`src/rtl/alu_issue_ctrl.sv`:
```
// alu_issue_ctrl: request-side controller for the 64-bit combinational ALU.
// Requests are registered into a single issue slot that drives the ALU.
// One edge later the ALU result is captured into a small response FIFO.
// The FIFO is drained over a tagged valid/ready response stream.

module alu_issue_ctrl #(
    parameter int DW    = 64,
    parameter int TAGW  = 4,
    parameter int DEPTH = 3
) (
    input  logic            clk,
    input  logic            rst_n,

    input  logic            req_valid,
    output logic            req_ready,
    input  logic [3:0]      req_op,
    input  logic [DW-1:0]   req_a,
    input  logic [DW-1:0]   req_b,
    input  logic [TAGW-1:0] req_tag,

    output logic [DW-1:0]   alu_a,
    output logic [DW-1:0]   alu_b,
    output logic [3:0]      alu_op,
    input  logic [DW-1:0]   alu_out,
    input  logic            alu_slt,
    input  logic            alu_sltu,
    input  logic            alu_beq,
    input  logic            alu_bne,
    input  logic            alu_grt,
    input  logic            alu_grtu,

    output logic            rsp_valid,
    input  logic            rsp_ready,
    output logic [DW-1:0]   rsp_data,
    output logic [5:0]      rsp_flags,
    output logic [TAGW-1:0] rsp_tag,
    output logic            rsp_err,

    output logic [31:0]     cnt_done
);

    localparam int PW = (DEPTH > 1) ? $clog2(DEPTH) : 1;
    localparam int CW = $clog2(DEPTH + 1);
    localparam logic [CW:0]   DEPTH_C = DEPTH[CW:0];
    localparam logic [PW-1:0] LAST_PTR = PW'(DEPTH - 1);

    typedef enum logic {
        IDLE = 1'b0,
        EXEC = 1'b1
    } slot_state_t;

    slot_state_t     r_state;
    slot_state_t     w_state_next;
    logic            w_iv;

    logic [3:0]      r_op;
    logic [DW-1:0]   r_a;
    logic [DW-1:0]   r_b;
    logic [TAGW-1:0] r_tag;

    logic [DW-1:0]   r_mem_data  [DEPTH];
    logic [5:0]      r_mem_flags [DEPTH];
    logic [TAGW-1:0] r_mem_tag   [DEPTH];
    logic            r_mem_err   [DEPTH];

    logic [PW-1:0]   r_wr_ptr;
    logic [PW-1:0]   r_rd_ptr;
    logic [CW-1:0]   r_count;
    logic [CW-1:0]   w_count_next;
    logic            r_req_ready;
    logic            w_ready_next;
    logic [31:0]     r_cnt_done;

    logic            w_fire;
    logic            w_push;
    logic            w_pop;
    logic            w_rsp_valid;
    logic            w_illegal;
    logic [DW-1:0]   w_push_data;
    logic [5:0]      w_push_flags;

    function automatic logic [PW-1:0] ptrInc(input logic [PW-1:0] p);
        return (p == LAST_PTR) ? '0 : p + PW'(1);
    endfunction

    assign w_fire      = req_valid & r_req_ready;
    assign w_push      = w_iv;
    assign w_rsp_valid = (r_count != '0);
    assign w_pop       = w_rsp_valid & rsp_ready;

    // Illegal opcodes return zero data/flags so garbage from the ALU never leaks out.
    assign w_illegal    = (r_op > 4'd9);
    assign w_push_data  = w_illegal ? '0 : alu_out;
    assign w_push_flags = (r_op <= 4'd1) ?
                          {alu_grtu, alu_grt, alu_bne, alu_beq, alu_sltu, alu_slt} : 6'b0;

    // Issue slot state register.
    always_ff @(posedge clk or negedge rst_n) begin
        if (!rst_n) begin
            r_state <= IDLE;
        end else begin
            r_state <= w_state_next;
        end
    end

    // An occupied slot always executes this edge, so it stays busy only if refilled.
    always_comb begin
        w_state_next = r_state;
        case (r_state)
            IDLE:    w_state_next = w_fire ? EXEC : IDLE;
            EXEC:    w_state_next = w_fire ? EXEC : IDLE;
            default: w_state_next = IDLE;
        endcase
    end

    // Slot-valid flag decoded from the state.
    always_comb begin
        w_iv = 1'b0;
        if (r_state == EXEC) begin
            w_iv = 1'b1;
        end
    end

    // Issue payload register; it holds its last contents while the slot is empty.
    always_ff @(posedge clk or negedge rst_n) begin
        if (!rst_n) begin
            r_op  <= '0;
            r_a   <= '0;
            r_b   <= '0;
            r_tag <= '0;
        end else if (w_fire) begin
            r_op  <= req_op;
            r_a   <= req_a;
            r_b   <= req_b;
            r_tag <= req_tag;
        end
    end

    // Next FIFO occupancy and the ready decision, which counts the issue slot too.
    always_comb begin
        w_count_next = r_count;
        if (w_push && !w_pop) begin
            w_count_next = r_count + CW'(1);
        end else if (!w_push && w_pop) begin
            w_count_next = r_count - CW'(1);
        end
        w_ready_next = (({1'b0, w_count_next} + {{CW{1'b0}}, (w_state_next == EXEC)}) < DEPTH_C);
    end

    // Response FIFO storage, cleared on reset so the head reads zero afterwards.
    always_ff @(posedge clk or negedge rst_n) begin
        if (!rst_n) begin
            for (int i = 0; i < DEPTH; i++) begin
                r_mem_data[i]  <= '0;
                r_mem_flags[i] <= '0;
                r_mem_tag[i]   <= '0;
                r_mem_err[i]   <= 1'b0;
            end
        end else if (w_push) begin
            r_mem_data[r_wr_ptr]  <= w_push_data;
            r_mem_flags[r_wr_ptr] <= w_push_flags;
            r_mem_tag[r_wr_ptr]   <= r_tag;
            r_mem_err[r_wr_ptr]   <= w_illegal;
        end
    end

    // FIFO pointers, occupancy, registered ready and completion counter.
    always_ff @(posedge clk or negedge rst_n) begin
        if (!rst_n) begin
            r_wr_ptr    <= '0;
            r_rd_ptr    <= '0;
            r_count     <= '0;
            r_req_ready <= 1'b0;
            r_cnt_done  <= '0;
        end else begin
            if (w_push) begin
                r_wr_ptr <= ptrInc(r_wr_ptr);
            end
            if (w_pop) begin
                r_rd_ptr   <= ptrInc(r_rd_ptr);
                r_cnt_done <= r_cnt_done + 32'd1;
            end
            r_count     <= w_count_next;
            r_req_ready <= w_ready_next;
        end
    end

    assign req_ready = r_req_ready;
    assign alu_a     = r_a;
    assign alu_b     = r_b;
    assign alu_op    = r_op;
    assign rsp_valid = w_rsp_valid;
    assign rsp_data  = r_mem_data[r_rd_ptr];
    assign rsp_flags = r_mem_flags[r_rd_ptr];
    assign rsp_tag   = r_mem_tag[r_rd_ptr];
    assign rsp_err   = r_mem_err[r_rd_ptr];
    assign cnt_done  = r_cnt_done;

endmodule

```
`config.mk`:
```
export PLATFORM = sky130hd
export DESIGN_NAME = alu_issue_ctrl
export DESIGN_NICKNAME = d
export VERILOG_FILES = /design/src/rtl/alu_issue_ctrl.sv
export SDC_FILE = /design/constraint.sdc
export NUM_CORES = 1
export LEC_CHECK = 0
export ABC_AREA = 1
export CORE_MARGIN = 1.5
export CORE_UTILIZATION = 52
export DETAILED_ROUTE_END_ITERATION = 12
export PLACE_DENSITY_LB_ADDON = 0.25
export SLEW_MARGIN = 10
export SYNTH_ARGS = -nofsm -noshare
export SYNTH_HDL_FRONTEND = slang
export SYNTH_SLANG_ARGS = --single-unit
```
`constraint.sdc`:
```
create_clock -name clk -period 3 [get_ports clk]
set_input_delay 0.75 -clock clk [delete_from_list [all_inputs] [get_ports clk]]
set_output_delay 0.75 -clock clk [all_outputs]
set_load 0.05 [all_outputs]
```
After elaboration in Yosys (flattened, before gate mapping)
Cells that the tools add are included.

Order comparisons: 6. Multiplexer cells: 32. Equal/unequal tests: 2. $add $sub $neg: 6. Bitwise operators: 4. Reduce and logical (&&, ||, !) cells: 6.

Operators by type and width (number): 64-bit two-way mux (4); 192-bit bitwise mux (1); 64-bit binary-select mux with 2-bit select (1); 64-bit demux with 2-bit select (1); 32-bit by 1-bit adder with 32-bit output, second input constant (1); 6-bit two-way mux (4); 18-bit bitwise mux (1); 6-bit binary-select mux with 2-bit select (1); 12-bit bitwise mux (1); 6-bit demux with 2-bit select (1); 4-bit two-way mux (3); 4-bit binary-select mux with 2-bit select (1); 4-bit demux with 2-bit select (1); 2-bit two-way mux (4); 2-bit by 1-bit adder with 2-bit output, second input constant (3); 3-bit greater-or-equal comparator, second input constant (2); 2-bit inverter with 3-bit output (2); 1-bit two-way mux (5); 2-bit equality test, second input constant (2); 4-bit > comparator, second input constant (1); 4-bit by 1-bit less-or-equal comparator with 1-bit output, second input constant (1); 2-bit by 1-bit adder with 3-bit output (1); 3-bit bitwise mux (1); 1-bit logical AND (3); 8 further kinds (10).

Register bits after elaboration: 401. Input port bits: 210.

Depth between registers and ports, before layout
Gate-level depths: netlist of run 1.

Word-level depth: 7. Gate-level depth with buffers: 11. Depth with buffers taken out: 11.

Worst setup path after synthesis of run 1
Ideal clock, no wire load.

Path type: register to output. From: reg r_rd_ptr[1]. To: out rsp_data[0]. Required time: 2.250 ns. Arrival time: 1.385 ns. Slack: 0.865 ns. Stages on the path, launching flop included: 6. Path through: dfrtp_1 nor2_1 buf_2 buf_2 nand2_1 nand3_1.

Word-level cells in the longest chain between the ends: 4.

Ends and longest elaborated chain: from (decl) (RTL line 67) `logic [PW-1:0] r_rd_ptr;`; from (signal assigned) (RTL line 180) `r_rd_ptr <= ptrInc(r_rd_ptr);`; 2-bit inverter with 3-bit output (not written as such) (RTL line 193) `assign rsp_data = r_mem_data[r_rd_ptr];`; 64-bit binary-select mux with 2-bit select (RTL line 193); 64-bit two-way mux (not written as such) (2 in series) (RTL line 193); to (decl) (RTL line 34) `output logic [DW-1:0] rsp_data,`.

No other way between the ends. The select of a mux whose other input is x is not followed.

Worst setup path in the final report of run 1
From: reg r_rd_ptr[1]. To: out rsp_flags[1].

Word-level cells in the longest chain between the ends: 4.

Ends and longest elaborated chain: 2-bit inverter with 3-bit output (not written as such) (RTL line 194) `assign rsp_flags = r_mem_flags[r_rd_ptr];`; 6-bit binary-select mux with 2-bit select (RTL line 194); 6-bit two-way mux (not written as such) (2 in series) (RTL line 194); to (decl) (RTL line 35) `output logic [5:0] rsp_flags,`.

No other way between the ends. The select of a mux whose other input is x is not followed.

==> flow_metrics.tcl, run 1 <==
set metrics [dict create \
    final_cell_count_no_fill 2746 \
    worst_slew_margin_rel_pct 32.7 \
    tightestPinTransition_ns 1.00 \
    grt-ovfl-total 0 \
    die_height_um 182 \
    grt_start_max_net_pins 133 \
    drive_above_1_share_pct 8.18 \
    detailedRoute.firstIterationViolations 1202 \
    muxShareOfSynthArea_pct 0 \
    grt_antenna_before_repair 8 \
    count_of_mapped_cells_out_of_synthesis 1895 \
    rows 65 \
    first_global_vias 14800 \
    dr_total_vias 14700 \
    cts_made_buffers 43 \
    synth.top_cell.area_share_pct 60.4 \
    leakagePower_nw 11.4 \
    synth_simple_gate_area_share_pct 23.7 \
    synth.ff_latch_count 401 \
    period_minus_slack_ns 2.85 \
    wire_per_inst_um 18.1 \
    clock_slew_at_the_register_clock_pins_of_the_worst_setup_and_hold_paths_ns 0.06 \
    detail_route.drc_violations 0 \
    slew_violations 0 \
    totalPowerFinal_mw 30.6 \
    grt_first_pass_wirelength_um 79100 \
    status "completed" \
    drtPass1Iterations 6 \
    die-area_um2 33000 \
    cts_sinks 401 \
    critical_path.startpoint_type "flop" \
    cp.arrival_ns 2.10 \
    max_cap_viol_count 0 \
    synthXorXnorAreaFrac_pct 1.11 \
    postCtsSetupBuffers 0 \
    synth.distinct_cells 28 \
    timing.final.crit_share_pct 95.0 \
    timing.clock.skew_ns 0.0239 \
    via_per_inst 5.34 \
    synth_top_area_cell "sky130_fd_sc_hd__dfrtp_1" \
    fin_setup_tns_ns 0 \
    cts_tree "yes" \
    vdd.ir_drop.worst_v 0.000888 \
    grt_setup_unrepaired "false" \
    initial_core_util_pct 52.7 \
    synth_fp_nets 2109 \
    totalWireLength_um 49800 \
    cts_root_buffer "sky130_fd_sc_hd__clkbuf_16" \
    clock_latency_ns 0.53 \
    synth.top_cells.by_area "sky130_fd_sc_hd__dfrtp_1, sky130_fd_sc_hd__nand2_1, sky130_fd_sc_hd__o21ai_0" \
    numPlacedInstances 2661 \
    layout.nets 2518 \
    synthAdderAreaFrac_pct 0.301 \
    ys_warn_count 0 \
    fmax_mhz 351 \
    timing.final.setup_violations 0 \
    io_pins 451 \
    detailedPlacementHpwl_um 33100 \
    die_width_um 182 \
    hold_viol 0 \
    fillCellCount 2213 \
    finalHoldWorstSlack_ns 0.0801 \
    cts_buffer_depth 3 \
    cp.required_ns 2.25 \
    nature_of_the_critical_path_endpoint "output pin" \
    power-per-cell-area_nw_per_um2 1300 \
    core-area_um2 31500 \
    timing.setup.critical_path_class "flop to output pin" \
    syn_to_final_growth_pct 41.1 \
    grt_use_total_pct 30.3 \
    gp_routability_congestion 0.886 \
    holdCritPathClass "input port to async pin" \
    cts_max_level 2 \
    worst_path_maximum_fanout 38 \
    final_antenna_net_count 0 \
    synth_area_um2 16600 \
    synth_top_family_by_area "simple AND/OR/NAND/NOR gates" \
    synthesized_area_fraction_occupied_by_ao_oa_aoi_and_oai_cells_pct 10.3 \
    syn-mean-instance-area_um2 8.76 \
    synth-seq-area-share_pct 60.4 \
    finalCoreUtilization_pct 74.4 \
    port_buffers 450 \
]
metrics by stage:
step / instance area, µm² / setup WS (ns)
final: 23400 / 0.150
after global routing: 23400 / 0.0296
after CTS: 23400 / 0.0835
after detailed placement: 22000 / 0.530
after global placement: 22000 / 0.553
after floorplan: 16600 / 0.865
worst max-delay path, stage by stage, from the launching register on:
cell	delay, ns
sky130_fd_sc_hd__dfrtp_1	0.45
sky130_fd_sc_hd__inv_1	0.12
sky130_fd_sc_hd__nor2_4	0.10
sky130_fd_sc_hd__buf_4	0.42
sky130_fd_sc_hd__nand2_1	0.09
sky130_fd_sc_hd__nand3_1	0.18
sky130_fd_sc_hd__buf_12	0.16
synthesized netlist by cell type (all sizes together):
library cell	count
a21oi	1
a22oi	69
buf	66
clkbuf	42
clkinv	2
dfrtp	401
ha	4
inv	48
nand2	918
nand3	32
nand3b	2
nand4	7
nor2	37
nor3	7
nor3b	1
o21ai	237
xnor2	6
xor2	15
final cells by class:
class / instances / area (µm²) / share of cell area [%]
sequential: 401 / 10000 / 42.8
multi-input combinational: 1336 / 5950 / 25.4
timing repair buffer: 472 / 5290 / 22.6
clock buffer: 65 / 1300 / 5.55
tap: 402 / 503 / 2.15
inverter: 50 / 190 / 0.812
clock inverter: 12 / 139 / 0.593
antenna: 8 / 20.0 / 0.0854
timing repair:
item,CTS,global route
resized for setup,0,1
setup endpoints to repair,0,27
hold endpoints to repair,0,0
hold buffers,0,0
path summary, 6_finish.rpt:
check | start | end | slack (ns) | cells after the start
max | r_rd_ptr[1] | rsp_flags[1] | 0.15 | 6
min | rst_n | cnt_done[24] | 0.08 | 1
max reg2reg | r_state | r_mem_data[37] | 1.03 | 4
min reg2reg | alu_b[5] | alu_b[5] | 0.48 | 2
max in group asynchronous | rst_n | r_mem_data[177] | 2.01 | 2
min in group clk | alu_b[5] | alu_b[5] | 0.48 | 2
placed cells by master (no fill, tap or decap), drive strengths merged, types with 9 or more instances in the layout:
| cell type | instances |
|---|---|
| clkinv | 9 |
| clkdlybuf4s50 | 374 |
| dfrtp | 401 |
| nor2 | 37 |
| inv | 50 |
| nand2 | 918 |
| nand3 | 32 |
| xor2 | 15 |
| a22oi | 69 |
| clkbuf | 65 |
| buf | 98 |
| o21ai | 237 |
registers in the layout, summed over array words and instances, names as in the netlist, 4 cells and up:
| register | flops |
|---|---|
| r_tag | 4 |
| alu_b | 64 |
| r_mem_data | 192 |
| cnt_done | 32 |
| alu_a | 64 |
| r_mem_flags | 18 |
| alu_op | 4 |
| r_mem_tag | 12 |
cells by family (layout without fill, tap and decap cells):
kind of cell,count (synthesis),count (layout)
AND/OR/NAND/NOR,1004,1004
flip-flops,401,401
AO/OA/AOI/OAI,307,307
buffers and inverters,158,599
XOR/XNOR,21,21
adder cells (fa/ha/maj),4,4
other,0,8
layer usage:
layer	GRT usage (%)	routed length [µm]
met5	0	0
met4	11.2	1860
met3	8.40	4170
met2	51.5	24700
met1	37.0	19100
report_power, final:
| group | switching [mW] | leakage [nW] | internal [mW] |
|---|---|---|---|
| logic | 10.5 | 5.66 | 5.60 |
| clock network | 2.13 | 0.717 | 3.25 |
| registers | 1.36 | 5.00 | 7.69 |
No activity file was read; power rests on OpenSTA's default activity.
==> run 2: changes to the inputs <==
--- a/config.mk
+++ b/config.mk
@@ -10,6 +10,7 @@
 export CORE_UTILIZATION = 52
 export DETAILED_ROUTE_END_ITERATION = 12
 export PLACE_DENSITY_LB_ADDON = 0.25
+export SETUP_SLACK_MARGIN = 0.5
 export SLEW_MARGIN = 10
 export SYNTH_ARGS = -nofsm -noshare
 export SYNTH_HDL_FRONTEND = slang
==> flow_metrics.tcl, run 2 (synthesis gave the netlist of run 1 again) <==
set metrics [dict create \
    slew_violations 0 \
    critical_path.startpoint_type "flop" \
    io_pins 451 \
    clock_slew_at_the_register_clock_pins_of_the_worst_setup_and_hold_paths_ns 0.06 \
    detailedRoute.firstIterationViolations 1444 \
    timing.clock.skew_ns 0.0219 \
    detailedPlacementHpwl_um 33100 \
    most_frequent_cells_in_the_layout "sky130_fd_sc_hd__nand2_1, sky130_fd_sc_hd__dfrtp_1, sky130_fd_sc_hd__clkdlybuf4s50_1, sky130_fd_sc_hd__o21ai_0, sky130_fd_sc_hd__o21ai_1" \
    internal_power_mw 17.7 \
    seqPwrFrac_pct 28.3 \
    leakagePower_nw 12.8 \
    layout.nets 2543 \
    drtPass1Iterations 6 \
    timing.final.setup_violations 0 \
    grt_antenna_before_repair 7 \
    worst_path_maximum_fanout 16 \
    reg2reg_setup_slack_ns 0.98 \
    timing.setup.critical_path_class "flop to output pin" \
    tightestPinTransition_ns 1.08 \
    hold_viol 0 \
    syn_to_final_growth_pct 50.7 \
    max_cap_viol_count 0 \
    detail_route.drc_violations 0 \
    initial_core_util_pct 52.7 \
    clock_latency_ns 0.54 \
    largest_register_ffs 192 \
    cts_max_level 2 \
    cts_sinks 401 \
    ff2ff_path_depth 3 \
    grt_start_max_net_pins 133 \
    die_height_um 182 \
    final_antenna_net_count 0 \
    timing.final.crit_share_pct 90.4 \
    layout.cells.most_common "sky130_fd_sc_hd__nand2_1" \
    grt-ovfl-total 0 \
    max_flop_register "r_mem_data" \
    grt_use_total_pct 32.3 \
    final_cell_count_no_fill 2770 \
    core-area_um2 31500 \
    port_buffers 450 \
    status "completed" \
    p_sw_mw 15.2 \
    cts_made_buffers 43 \
    cts_tree "yes" \
    nature_of_the_critical_path_endpoint "output pin" \
    detailedPlace.worstSlack_ns 0.530 \
    wire_per_inst_um 19.8 \
    finalWorstSetupSlack_ns 0.289 \
    power.switching_fraction_pct 46.2 \
    vdd.ir_drop.worst_v 0.000930 \
    power.combinational.fraction_pct 55.3 \
    dr_total_vias 15300 \
    period_minus_slack_ns 2.71 \
    grt_first_pass_wirelength_um 83400 \
    die-area_um2 33000 \
    worst_r2r_startpoint "r_state" \
    power-per-cell-area_nw_per_um2 1310 \
    holdCritPathClass "input port to async pin" \
    die_width_um 182 \
    rows 65 \
    grt_setup_unrepaired "true" \
    cp.required_ns 2.25 \
    via_per_inst 5.52 \
    critical_path.reg2reg.endpoint "r_mem_data[0]" \
    power_frac_clock_pct 16.4 \
    worst_slew_margin_rel_pct 27.4 \
    cp.arrival_ns 1.96 \
    fmax_mhz 369 \
    cts_root_buffer "sky130_fd_sc_hd__clkbuf_16" \
    gp_routability_congestion 0.886 \
    numPlacedInstances 2661 \
    cts_buffer_depth 3 \
    totalWireLength_um 54800 \
    first_global_vias 15400 \
    drive_above_1_share_pct 15.1 \
    fin_setup_tns_ns 0 \
]
## run 2: cell count changes in the layout (fill, tap and decap cells not counted), moves of 24 or more
| cell | delta |
|---|---|
| sky130_fd_sc_hd__a22oi_1 | -34 |
| sky130_fd_sc_hd__dlymetal6s2s_1 | +54 |
| sky130_fd_sc_hd__a22oi_2 | +34 |
| sky130_fd_sc_hd__nand2_1 | -96 |
| sky130_fd_sc_hd__nand2_2 | +36 |
| sky130_fd_sc_hd__buf_4 | -24 |
| sky130_fd_sc_hd__dlygate4sd2_1 | +49 |
| sky130_fd_sc_hd__nand2_4 | +60 |
| sky130_fd_sc_hd__clkdlybuf4s50_1 | -104 |
## run 2: area by class of cell
type | count | area, µm²
diodes | 7 | 17.5
flip-flops and latches | 401 | 10000
multi-input cells | 1336 | 6710
inverters | 50 | 190
well taps | 402 | 503
clock inverters | 12 | 139
clock buffers | 65 | 1300
repair buffers | 497 | 6120
fillers | 1961 | 6460
## run 2: worst max-delay path, cell delays in order (launching register included)
cell and delay [ns]:
sky130_fd_sc_hd__dfrtp_2 0.44, sky130_fd_sc_hd__inv_2 0.10, sky130_fd_sc_hd__nor2_4 0.05, sky130_fd_sc_hd__buf_12 0.15, sky130_fd_sc_hd__buf_16 0.16, sky130_fd_sc_hd__a22oi_1 0.26, sky130_fd_sc_hd__nand2_4 0.09, sky130_fd_sc_hd__buf_12 0.16
## run 2: routing by layer
metal  wire, µm  share of wire (%)  global-route usage, %
met5          0                  0                      0
met4       2350                4.3                   13.2
met1      19700                 36                   37.8
met3       4760                8.7                   9.07
met2      27900                 51                   56.2
## run 2: through the flow
step	hold WS, ns	util (%)	total power [mW]	area (µm²)
after floorplan	0.453	-	18.5	16600
after global placement	0.462	69.8	24.8	22000
after detailed placement	0.464	69.8	25.2	22000
after CTS	0.0733	77.6	32.2	24400
after global routing	0.0836	79.5	34.3	25000
final	0.0738	79.5	32.8	25000
## run 2: repair_timing
| action | 4_1_cts | 5_1_grt |
|---|---|---|
| pin swaps | 15 | 5 |
| resized for setup | 227 | 151 |
| buffers inserted | 11 | 0 |
| hold buffers | 0 | 0 |
| setup endpoints to repair | 125 | 129 |
| gates cloned | 12 | 2 |
## run 2: worst max path at each step
stage	cells past startpoint	start	to
after floorplan	5	r_rd_ptr[1]	rsp_data[0]
after global placement	9	rsp_ready	req_ready
after detailed placement	9	rsp_ready	req_ready
after CTS	8	r_rd_ptr[0]	rsp_data[42]
after global routing	7	r_rd_ptr[0]	rsp_data[43]
final	7	r_rd_ptr[0]	rsp_data[43]
## run 2: power by group through the flow
stage	sequential, mW	combinational [mW]	clock, mW
CTS	9.11	17.6	5.45
global placement	8.94	15.8	0
floorplan	11.7	6.83	0
global route	9.50	19.1	5.69
detailed placement	9.05	16.1	0
finish	9.29	18.2	5.39
